**src/rtl/traffic_pkg.sv**
```systemverilog
// Shared types and sizes for the light-sensor ADC scan scheduler.
package traffic_pkg;
  localparam int ADC_W = 10;
  localparam int N_CH  = 4;
  localparam int CH_W  = 2;

  typedef enum logic [2:0] {
    IDLE,
    ARM,
    BUSY,
    SETTLE,
    LATCH,
    RECOVER
  } scan_state_t;
endpackage

```
**src/rtl/next_enabled_ch.sv**
```systemverilog
// Priority rotate of the channel mask starting at current+1, wrapping around;
// a single enabled channel resolves to itself.
module next_enabled_ch
  import traffic_pkg::*;
(
  input  logic [N_CH-1:0] i_mask,
  input  logic [CH_W-1:0] i_current,
  output logic [CH_W-1:0] o_next,
  output logic            o_none
);

  // w_hit[k] is the enable bit of channel current+k+1
  logic [N_CH-1:0] w_hit;

  genvar gi;
  generate
    for (gi = 0; gi < N_CH; gi++) begin : g_rot
      logic [CH_W-1:0] w_idx;
      assign w_idx     = i_current + CH_W'(gi + 1);
      assign w_hit[gi] = i_mask[w_idx];
    end
  endgenerate

  always_comb begin
    o_next = i_current;
    for (int k = N_CH - 1; k >= 0; k--) begin
      if (w_hit[k]) o_next = i_current + CH_W'(k + 1);
    end
  end

  assign o_none = ~|i_mask;

endmodule

```
**src/rtl/adc_scan_scheduler.sv**
```systemverilog
// Round-robin scan controller for the 4-channel serial ADC front end:
// frames on cs, latches results, derives dark flags, recovers a stalled master.
module adc_scan_scheduler
  import traffic_pkg::*;
#(
  parameter int unsigned       TIMEOUT  = 2_000_000,
  parameter logic [ADC_W-1:0]  DARK_ON  = 10'd300,
  parameter logic [ADC_W-1:0]  DARK_OFF = 10'd400
) (
  input  logic                    i_clk,
  input  logic                    i_rst,
  input  logic                    i_scan_en,
  input  logic [N_CH-1:0]         i_ch_mask,
  input  logic                    i_adc_cs,
  input  logic [ADC_W-1:0]        i_adc_data,
  output logic                    o_adc_start,
  output logic [CH_W-1:0]         o_adc_channel,
  output logic [N_CH*ADC_W-1:0]   o_ch_result,
  output logic [N_CH-1:0]         o_ch_valid,
  output logic [N_CH-1:0]         o_dark,
  output logic                    o_sample_pulse,
  output logic [CH_W-1:0]         o_sample_ch,
  output logic                    o_timeout_err
);

  localparam int CNT_W = ($clog2(TIMEOUT) > 2) ? $clog2(TIMEOUT) : 2;

  scan_state_t      r_state, w_state_next;
  logic [CNT_W-1:0] r_wd_cnt;
  logic             r_cs_meta, r_cs_sync, r_cs_dly;
  logic [CH_W-1:0]  r_inflight_ch;
  logic             r_adc_start;
  logic [CH_W-1:0]  r_adc_channel;
  logic [ADC_W-1:0] r_ch_result [N_CH];
  logic [N_CH-1:0]  r_ch_valid, r_dark;
  logic             r_sample_pulse, r_timeout_err;
  logic [CH_W-1:0]  r_sample_ch;

  logic             w_cs_fall, w_cs_rise, w_wd_expired;
  logic             w_start_next, w_load_ch, w_latch, w_timeout;
  logic [CH_W-1:0]  w_adv_from, w_next_ch;
  logic             w_none;

  // cs idles high, so the synchroniser resets to 1 to avoid a false edge
  always_ff @(posedge i_clk or posedge i_rst) begin
    if (i_rst) begin
      r_cs_meta <= 1'b1;
      r_cs_sync <= 1'b1;
      r_cs_dly  <= 1'b1;
    end else begin
      r_cs_meta <= i_adc_cs;
      r_cs_sync <= r_cs_meta;
      r_cs_dly  <= r_cs_sync;
    end
  end

  assign w_cs_fall    = r_cs_dly & ~r_cs_sync;
  assign w_cs_rise    = ~r_cs_dly & r_cs_sync;
  assign w_wd_expired = (r_wd_cnt == CNT_W'(TIMEOUT - 1));

  assign w_adv_from = (r_state == IDLE)  ? CH_W'(N_CH - 1) :
                      (r_state == LATCH) ? r_inflight_ch : r_adc_channel;

  next_enabled_ch u_next_ch (
    .i_mask    (i_ch_mask),
    .i_current (w_adv_from),
    .o_next    (w_next_ch),
    .o_none    (w_none)
  );

  always_ff @(posedge i_clk or posedge i_rst) begin
    if (i_rst) r_state <= IDLE;
    else       r_state <= w_state_next;
  end

  always_comb begin
    w_state_next = r_state;
    if (!i_scan_en) begin
      w_state_next = IDLE;
    end else begin
      case (r_state)
        IDLE:    if (!w_none) w_state_next = ARM;
        ARM:     if (w_wd_expired) w_state_next = RECOVER;
                 else if (w_cs_fall) w_state_next = BUSY;
        BUSY:    if (w_wd_expired) w_state_next = RECOVER;
                 else if (w_cs_rise) w_state_next = SETTLE;
        SETTLE:  if (r_wd_cnt == CNT_W'(1)) w_state_next = LATCH;
        LATCH:   w_state_next = w_none ? IDLE : ARM;
        RECOVER: if (r_wd_cnt == CNT_W'(3)) w_state_next = w_none ? IDLE : ARM;
        default: w_state_next = IDLE;
      endcase
    end
  end

  always_comb begin
    w_start_next = (w_state_next == ARM) || (w_state_next == BUSY) ||
                   (w_state_next == SETTLE) || (w_state_next == LATCH);
    w_load_ch    = (w_state_next == ARM) &&
                   ((r_state == IDLE) || (r_state == LATCH) || (r_state == RECOVER));
    w_latch      = (r_state == LATCH) && i_scan_en;
    w_timeout    = ((r_state == ARM) || (r_state == BUSY)) && (w_state_next == RECOVER);
  end

  // One counter serves the watchdog, the SETTLE wait and the RECOVER hold
  always_ff @(posedge i_clk or posedge i_rst) begin
    if (i_rst)                         r_wd_cnt <= '0;
    else if (w_state_next != r_state)  r_wd_cnt <= '0;
    else if (r_wd_cnt != '1)           r_wd_cnt <= r_wd_cnt + CNT_W'(1);
  end

  always_ff @(posedge i_clk or posedge i_rst) begin
    if (i_rst) begin
      r_adc_start    <= 1'b0;
      r_adc_channel  <= '0;
      r_inflight_ch  <= '0;
      r_ch_valid     <= '0;
      r_dark         <= '0;
      r_sample_pulse <= 1'b0;
      r_sample_ch    <= '0;
      r_timeout_err  <= 1'b0;
      for (int n = 0; n < N_CH; n++) r_ch_result[n] <= '0;
    end else begin
      r_adc_start    <= w_start_next;
      r_sample_pulse <= w_latch;
      if (w_load_ch) r_adc_channel <= w_next_ch;
      if ((r_state == ARM) && (w_state_next == BUSY)) r_inflight_ch <= r_adc_channel;
      if (w_timeout) r_timeout_err <= 1'b1;
      if (w_latch) begin
        r_ch_result[r_inflight_ch] <= i_adc_data;
        r_ch_valid[r_inflight_ch]  <= 1'b1;
        r_sample_ch                <= r_inflight_ch;
        if (i_adc_data < DARK_ON)        r_dark[r_inflight_ch] <= 1'b1;
        else if (i_adc_data >= DARK_OFF) r_dark[r_inflight_ch] <= 1'b0;
      end
    end
  end

  genvar gi;
  generate
    for (gi = 0; gi < N_CH; gi++) begin : g_result
      assign o_ch_result[gi*ADC_W +: ADC_W] = r_ch_result[gi];
    end
  endgenerate

  assign o_adc_start    = r_adc_start;
  assign o_adc_channel  = r_adc_channel;
  assign o_ch_valid     = r_ch_valid;
  assign o_dark         = r_dark;
  assign o_sample_pulse = r_sample_pulse;
  assign o_sample_ch    = r_sample_ch;
  assign o_timeout_err  = r_timeout_err;

endmodule

```
**config.mk**
```make
export PLATFORM = sky130hd
export DESIGN_NAME = adc_scan_scheduler
export DESIGN_NICKNAME = d
export VERILOG_FILES = /design/src/rtl/traffic_pkg.sv /design/src/rtl/next_enabled_ch.sv /design/src/rtl/adc_scan_scheduler.sv
export SDC_FILE = /design/constraint.sdc
export NUM_CORES = 1
export LEC_CHECK = 0
export ABC_AREA = 0
export CAP_MARGIN = 10
export CORE_UTILIZATION = 57
export DETAILED_ROUTE_END_ITERATION = 7
export DONT_BUFFER_PORTS = 1
export HOLD_SLACK_MARGIN = 0.15
export PLACE_DENSITY = 0.79
export SLEW_MARGIN = 20
export SYNTH_ARGS = -nofsm -noshare
export SYNTH_HDL_FRONTEND = slang
export SYNTH_SLANG_ARGS = --single-unit
```
**constraint.sdc**
```tcl
create_clock -name i_clk -period 2.9 [get_ports i_clk]
set_input_delay 0.58 -clock i_clk [delete_from_list [all_inputs] [get_ports i_clk]]
set_output_delay 0.58 -clock i_clk [all_outputs]
set_load 0.01 [all_outputs]
```
==> flow_metrics.tcl, run 1 <==
set metrics [dict create \
    status "finished, final reports clean" \
    holdBufCountCts 0 \
    rsz0062_at_grt "no" \
    grt_usage 0.228 \
    cpMaxStageDelayCell "or4_4" \
    cts_inserted_buffers 9 \
    slew_violations 0 \
    synthFlopType "dfrtp_1" \
    grt_start_max_net_pins 85 \
    first_iter_violations 157 \
    crit_required_ns 3.10 \
    synth_edf_count 0 \
    post_cts_resize_count 0 \
    drt_pass1_iterations 5 \
    pre_cts_slack_ns 0.335 \
    whs_ns 0.197 \
    dr_wl_met2_um 4140 \
    htreeDepth 3 \
    crit_chain "or4_4 -> nor2_4 -> nand4_4 -> o31ai_4 -> nand2_1 -> o211ai_4 -> nor3_1" \
    cts_tree "done" \
    root_buffer "clkbuf_8" \
    slowest_delay_ns 0.58 \
    tightest_slew_ns 0.566 \
    ys_seq_elements 84 \
    worstPathArrival_ns 2.80 \
    path_class "flop to flop" \
    fin_ws_ns 0.306 \
    dpl_cell_area_um2 4110 \
    hold_viol_final 0 \
    syn_nets 373 \
    clk_latency_ns 0.34 \
    syn_avg_cell_area_um2 11.4 \
    start_kind "flop" \
    antenna_cells 0 \
    final_common_cell "dfrtp_1" \
    coreArea_um2 6790 \
    cts_sinks 84 \
    regArea_um2 2110 \
    drt-met1-wl_um 3580 \
    multi_input_area_um2 1800 \
    path_max_fanout 12 \
    route.detailed.drc 0 \
    clock.fmax_ghz 0.385 \
    final-setup-viol-count 0 \
    layout_common_cells "81 x dfrtp_1, 45 x mux2_2, 23 x nand2_1" \
    setup_tns_ns 0 \
    peakVddDrop_mv 0.328 \
    start_util 0.593 \
    fp.dieH_um 86.1 \
    wl_per_cell_um 18.1 \
    period_share 0.895 \
    highest_layer "met4" \
    die_x_um 86.1 \
    cp.buffers_inverters 0 \
    p_leak_nw 1.99 \
    vias 2755 \
    nets 372 \
    final_area_um2 4310 \
    grt_pass1_wl_um 13200 \
    final_antenna_net_count 0 \
    critical_path.top_delay_family "simple AND/OR/NAND/NOR gates" \
    clock_skew_ns 0.0134 \
    rows 30 \
    relSlewSlack 0.619 \
    yosysWarnings 0 \
    wl_met3_um 431 \
    post_cts_buffers 0 \
    fillers 532 \
    area_growth_syn_to_layout_pct 7.02 \
    vias_per_cell 6.08 \
    ys_types 52 \
    async_flop_share 1.00 \
    die_area_um2 7410 \
    dp_hpwl_um 5710 \
    gp_congestion 0.898 \
    synth_seq_area_share 0.523 \
    grt_antenna_before_repair 0 \
    finalWirelength_um 8220 \
    cp-end-kind "flop" \
    drive_gt1_frac 0.258 \
    synthesis.area_um2 4030 \
    cts.clk_slew.worst_paths_ns 0.10 \
    io_pins 73 \
    cts_max_path_buffers 2 \
    overflow 0 \
    maxCapViolations 0 \
    syn_inst 353 \
    first_global_vias 2716 \
    portBuffers 0 \
    p_per_area_nw_per_um2 588 \
    worstHoldPathType "input pin to async pin" \
    min_period_ns 2.59 \
]
## report_power, final
group / internal, mW / leakage (nW) / switching, mW
clock network: 0.408 / 0.0910 / 0.437
logic: 0.135 / 0.749 / 0.187
registers: 1.25 / 1.15 / 0.116
total: 1.80 / 1.99 / 0.740
## logic make-up after synthesis
| group | synth area share |
|---|---|
| and+or+nand+nor | 0.193 |
| DFF | 0.523 |
| AOI/OAI and AO/OA | 0.0817 |
| muxes | 0.126 |
| buffers and inverters | 0.0295 |
| xor gates and xnor gates | 0.0413 |
| adders and majority gates | 0.00621 |
## layer usage
| metal | up-vias | track usage |
|---|---|---|
| met5 | - | 0 |
| met4 | 0 | 0.0788 |
| met3 | 6 | 0.0452 |
| met2 | 97 | 0.377 |
| met1 | 1393 | 0.302 |
| li1 | 1259 | - |
## worst paths after layout
| check | endpoint | depth (start not counted) | startpoint | slack, ns |
|---|---|---|---|---|
| hold / removal | o_ch_result[18] | 2 | i_rst | 0.20 |
| min in group i_clk | r_cs_meta | 0 | i_adc_cs | 0.22 |
| setup reg to reg | r_wd_cnt[19] | 7 | r_wd_cnt[7] | 0.31 |
| hold reg to reg | r_cs_sync | 0 | r_cs_meta | 0.36 |
| setup / recovery | r_wd_cnt[19] | 7 | r_wd_cnt[7] | 0.31 |
| max in group asynchronous | r_cs_dly | 2 | i_rst | 2.33 |
## state kept, by name (all words and copies together) (netlist names), 2 cells and up, named ones only
signal         flops
o_sample_ch        2
o_ch_valid         4
o_ch_result       40
r_wd_cnt          21
o_adc_channel      2
r_state            3
r_inflight_ch      2
## final cells by class
type,instances,area share
clock buffers,10,0.0296
clock inverters,6,0.0168
inverters,10,0.00900
multi-input cells,243,0.418
flip-flops and latches,84,0.489
well taps,96,0.0279
repair buffers,4,0.00987
## cells in the mapped netlist (all sizes together), types with 6 or more instances
cell type	number	area, µm²
dfrtp	81	2030
mux2	45	507
nor3	31	210
nand2	23	86.3
nor2	17	71.3
nand3	12	60.1
o21ai	12	60.1
xnor2	12	105
nand4	11	83.8
clkbuf	10	37.5
inv	10	37.5
and3	9	56.3
a21oi	8	43.8
xor2	7	61.3
buf	6	43.8
nand2b	6	37.5
## stage by stage
step	utilization	total power, mW	cells
after floorplan	-	1.64	353
after global placement	0.605	1.69	437
after detailed placement	0.605	1.71	437
after CTS	0.634	2.55	453
after global routing	0.634	2.64	453
final	0.634	2.54	453
Power figures use the tool's default switching activity.
==> run 2: changes to the inputs <==
--- a/config.mk
+++ b/config.mk
@@ -6,7 +6,7 @@
 export NUM_CORES = 1
 export LEC_CHECK = 0
 export ABC_AREA = 0
-export CAP_MARGIN = 10
+export CORE_MARGIN = 4
 export CORE_UTILIZATION = 57
 export DETAILED_ROUTE_END_ITERATION = 7
 export DONT_BUFFER_PORTS = 1
==> run 2 against run 1 <==
  * Critical path depth did not move
  * Die area rose by 14%
  * Utilization fell by 0.22 points
  * Sequential cell count did not move
  * Cell count rose by 0.44%
  * Wire length barely moved
  * Count of clock-buffer cells in the layout did not move
  * Combinational power rose by 3%
  * Global-route usage fell by 2.6 points
  * Clock skew fell by 0.0052 ns
  * Clock power fell by 4.5%
  * Critical endpoint unchanged
==> flow_metrics.tcl, run 2 (synthesis results as in run 1) <==
set metrics [dict create \
    io_pins 73 \
    first_global_vias 2645 \
    coreArea_um2 6830 \
    timing.rr.start "r_wd_cnt[12]" \
    root_buffer "clkbuf_8" \
    grt_start_max_net_pins 64 \
    crit_chain "or4_4 -> nor2_4 -> nand4_4 -> o31ai_4 -> nand2_1 -> o211ai_4 -> nor3_1" \
    overflow 0 \
    drive_gt1_frac 0.262 \
    p_int_mw 1.74 \
    grtUsageMet2 0.328 \
    portBuffers 0 \
    finalWirelength_um 8220 \
    status "finished, final reports clean" \
    setup_tns_ns 0 \
    cpMaxStageDelayCell "or4_4" \
    path_max_fanout 12 \
    p_switching_mw 0.759 \
    power_frac_seq 0.545 \
    slew_violations 0 \
    worstHoldPathType "input pin to flop" \
    gp_congestion 0.938 \
    dp_hpwl_um 5900 \
    hold_start "i_adc_cs" \
    p_per_area_nw_per_um2 579 \
    grt_pass1_wl_um 13800 \
    cts_tree "done" \
    route.detailed.drc 0 \
    wl_per_cell_um 18.1 \
    first_iter_violations 172 \
    relSlewSlack 0.591 \
    nets 374 \
    p_comb_frac 0.133 \
    final_antenna_net_count 0 \
    path_class "flop to flop" \
    vias_per_cell 6.07 \
    die_area_um2 8480 \
    start_kind "flop" \
    cts_max_path_buffers 2 \
    clkPwrFrac 0.322 \
    clock.fmax_ghz 0.393 \
    use_met1 0.270 \
    worstPathArrival_ns 2.77 \
    top_usage_layer "met2" \
    final-setup-viol-count 0 \
    clock_skew_ns 0.00823 \
    grt_antenna_before_repair 0 \
    clk_latency_ns 0.36 \
    period_share 0.878 \
    min_period_ns 2.55 \
    tightest_slew_ns 0.607 \
    rows 30 \
    fp.dieH_um 92.1 \
    largest_reg_flops 40 \
    crit_required_ns 3.13 \
    placedCellCount 438 \
    hold_viol_final 0 \
    layout_common_cells "81 x dfrtp_1, 45 x mux2_2, 23 x nand2_1" \
    rsz0062_at_grt "no" \
    final_common_cell "dfrtp_1" \
    p_sw_frac 0.303 \
    cts_sinks 84 \
    startpoint "r_wd_cnt[12]" \
    cts_inserted_buffers 9 \
    die_x_um 92.1 \
    p_leak_nw 2.00 \
    grt_usage 0.203 \
    grtUsageMet3 0.0615 \
    cp-end-kind "flop" \
    htreeDepth 3 \
    peakVddDrop_mv 0.352 \
    area_growth_syn_to_layout_pct 7.24 \
    slowest_delay_ns 0.57 \
    fin_cells 455 \
    drt_pass1_iterations 5 \
    maxCapViolations 0 \
    antenna_cells 0 \
    cts.clk_slew.worst_paths_ns 0.09 \
    vias 2762 \
    post_cts_resize_count 0 \
    start_util 0.590 \
]
run 2: changes by cell type in the layout (fill, tap and decap cells not counted), sizes merged:
cell and change:
dlygate4sd3 +1, buf +1, clkinvlp -2, clkinv +1, bufinv -1, inv +2
run 2: cell type report:
type | instances | area [µm²]
Fill cell | 541 | 2510
Tap cell | 96 | 120
Sequential cell | 84 | 2110
Inverter | 10 | 38.8
Multi-Input combinational cell | 243 | 1800
Clock buffer | 10 | 138
Timing Repair Buffer | 6 | 60.1
Clock inverter | 6 | 53.8
run 2: path summary, 6_finish.rpt:
kind	cells past startpoint	end	slack, ns
setup reg to reg	7	r_wd_cnt[19]	0.35
min in group asynchronous	2	o_adc_channel[1]	0.66
hold / removal	0	r_cs_meta	0.21
setup / recovery	7	r_wd_cnt[19]	0.35
hold reg to reg	0	r_cs_sync	0.37
max in group asynchronous	3	o_ch_result[34]	1.61
run 2: what timing repair did:
item,CTS,global route
hold endpoints to repair,18,0
hold buffers,1,0
buffers inserted,0,0
run 2: per-stage QoR:
stage                     total power, mW  worst slack, ns   util  hold WS (ns)  cell area, µm²
after global routing                 2.63            0.224  0.632         0.181            4320
after floorplan                      1.64            0.160      -         0.345            4030
after CTS                            2.52            0.354  0.632         0.195            4320
after global placement               1.70            0.441  0.603         0.360            4120
after detailed placement             1.72            0.363  0.603         0.360            4120
final                                2.50            0.354  0.632         0.210            4320
run 2: metal layers:
| metal | up-vias | share of wire |
|---|---|---|
| li1 | 1276 | - |
| met1 | 1373 | 0.42 |
| met2 | 105 | 0.50 |
| met3 | 8 | 0.066 |
| met4 | 0 | 0.0067 |
| met5 | - | 0 |
run 2: power by group through the flow:
stage	logic (mW)	clock network [mW]	registers, mW
after floorplan	0.283	0	1.36
after global routing	0.368	0.882	1.38
after detailed placement	0.331	0	1.39
final	0.332	0.806	1.36
after global placement	0.317	0	1.38
after CTS	0.333	0.828	1.36
run 2: worst max-delay path, delay by kind of cell, from the launching register on:
| family | cells | cell delay (ns) |
|---|---|---|
| compound gates | 2 | 0.74 |
| flops | 1 | 0.44 |
| simple gates | 5 | 1.25 |
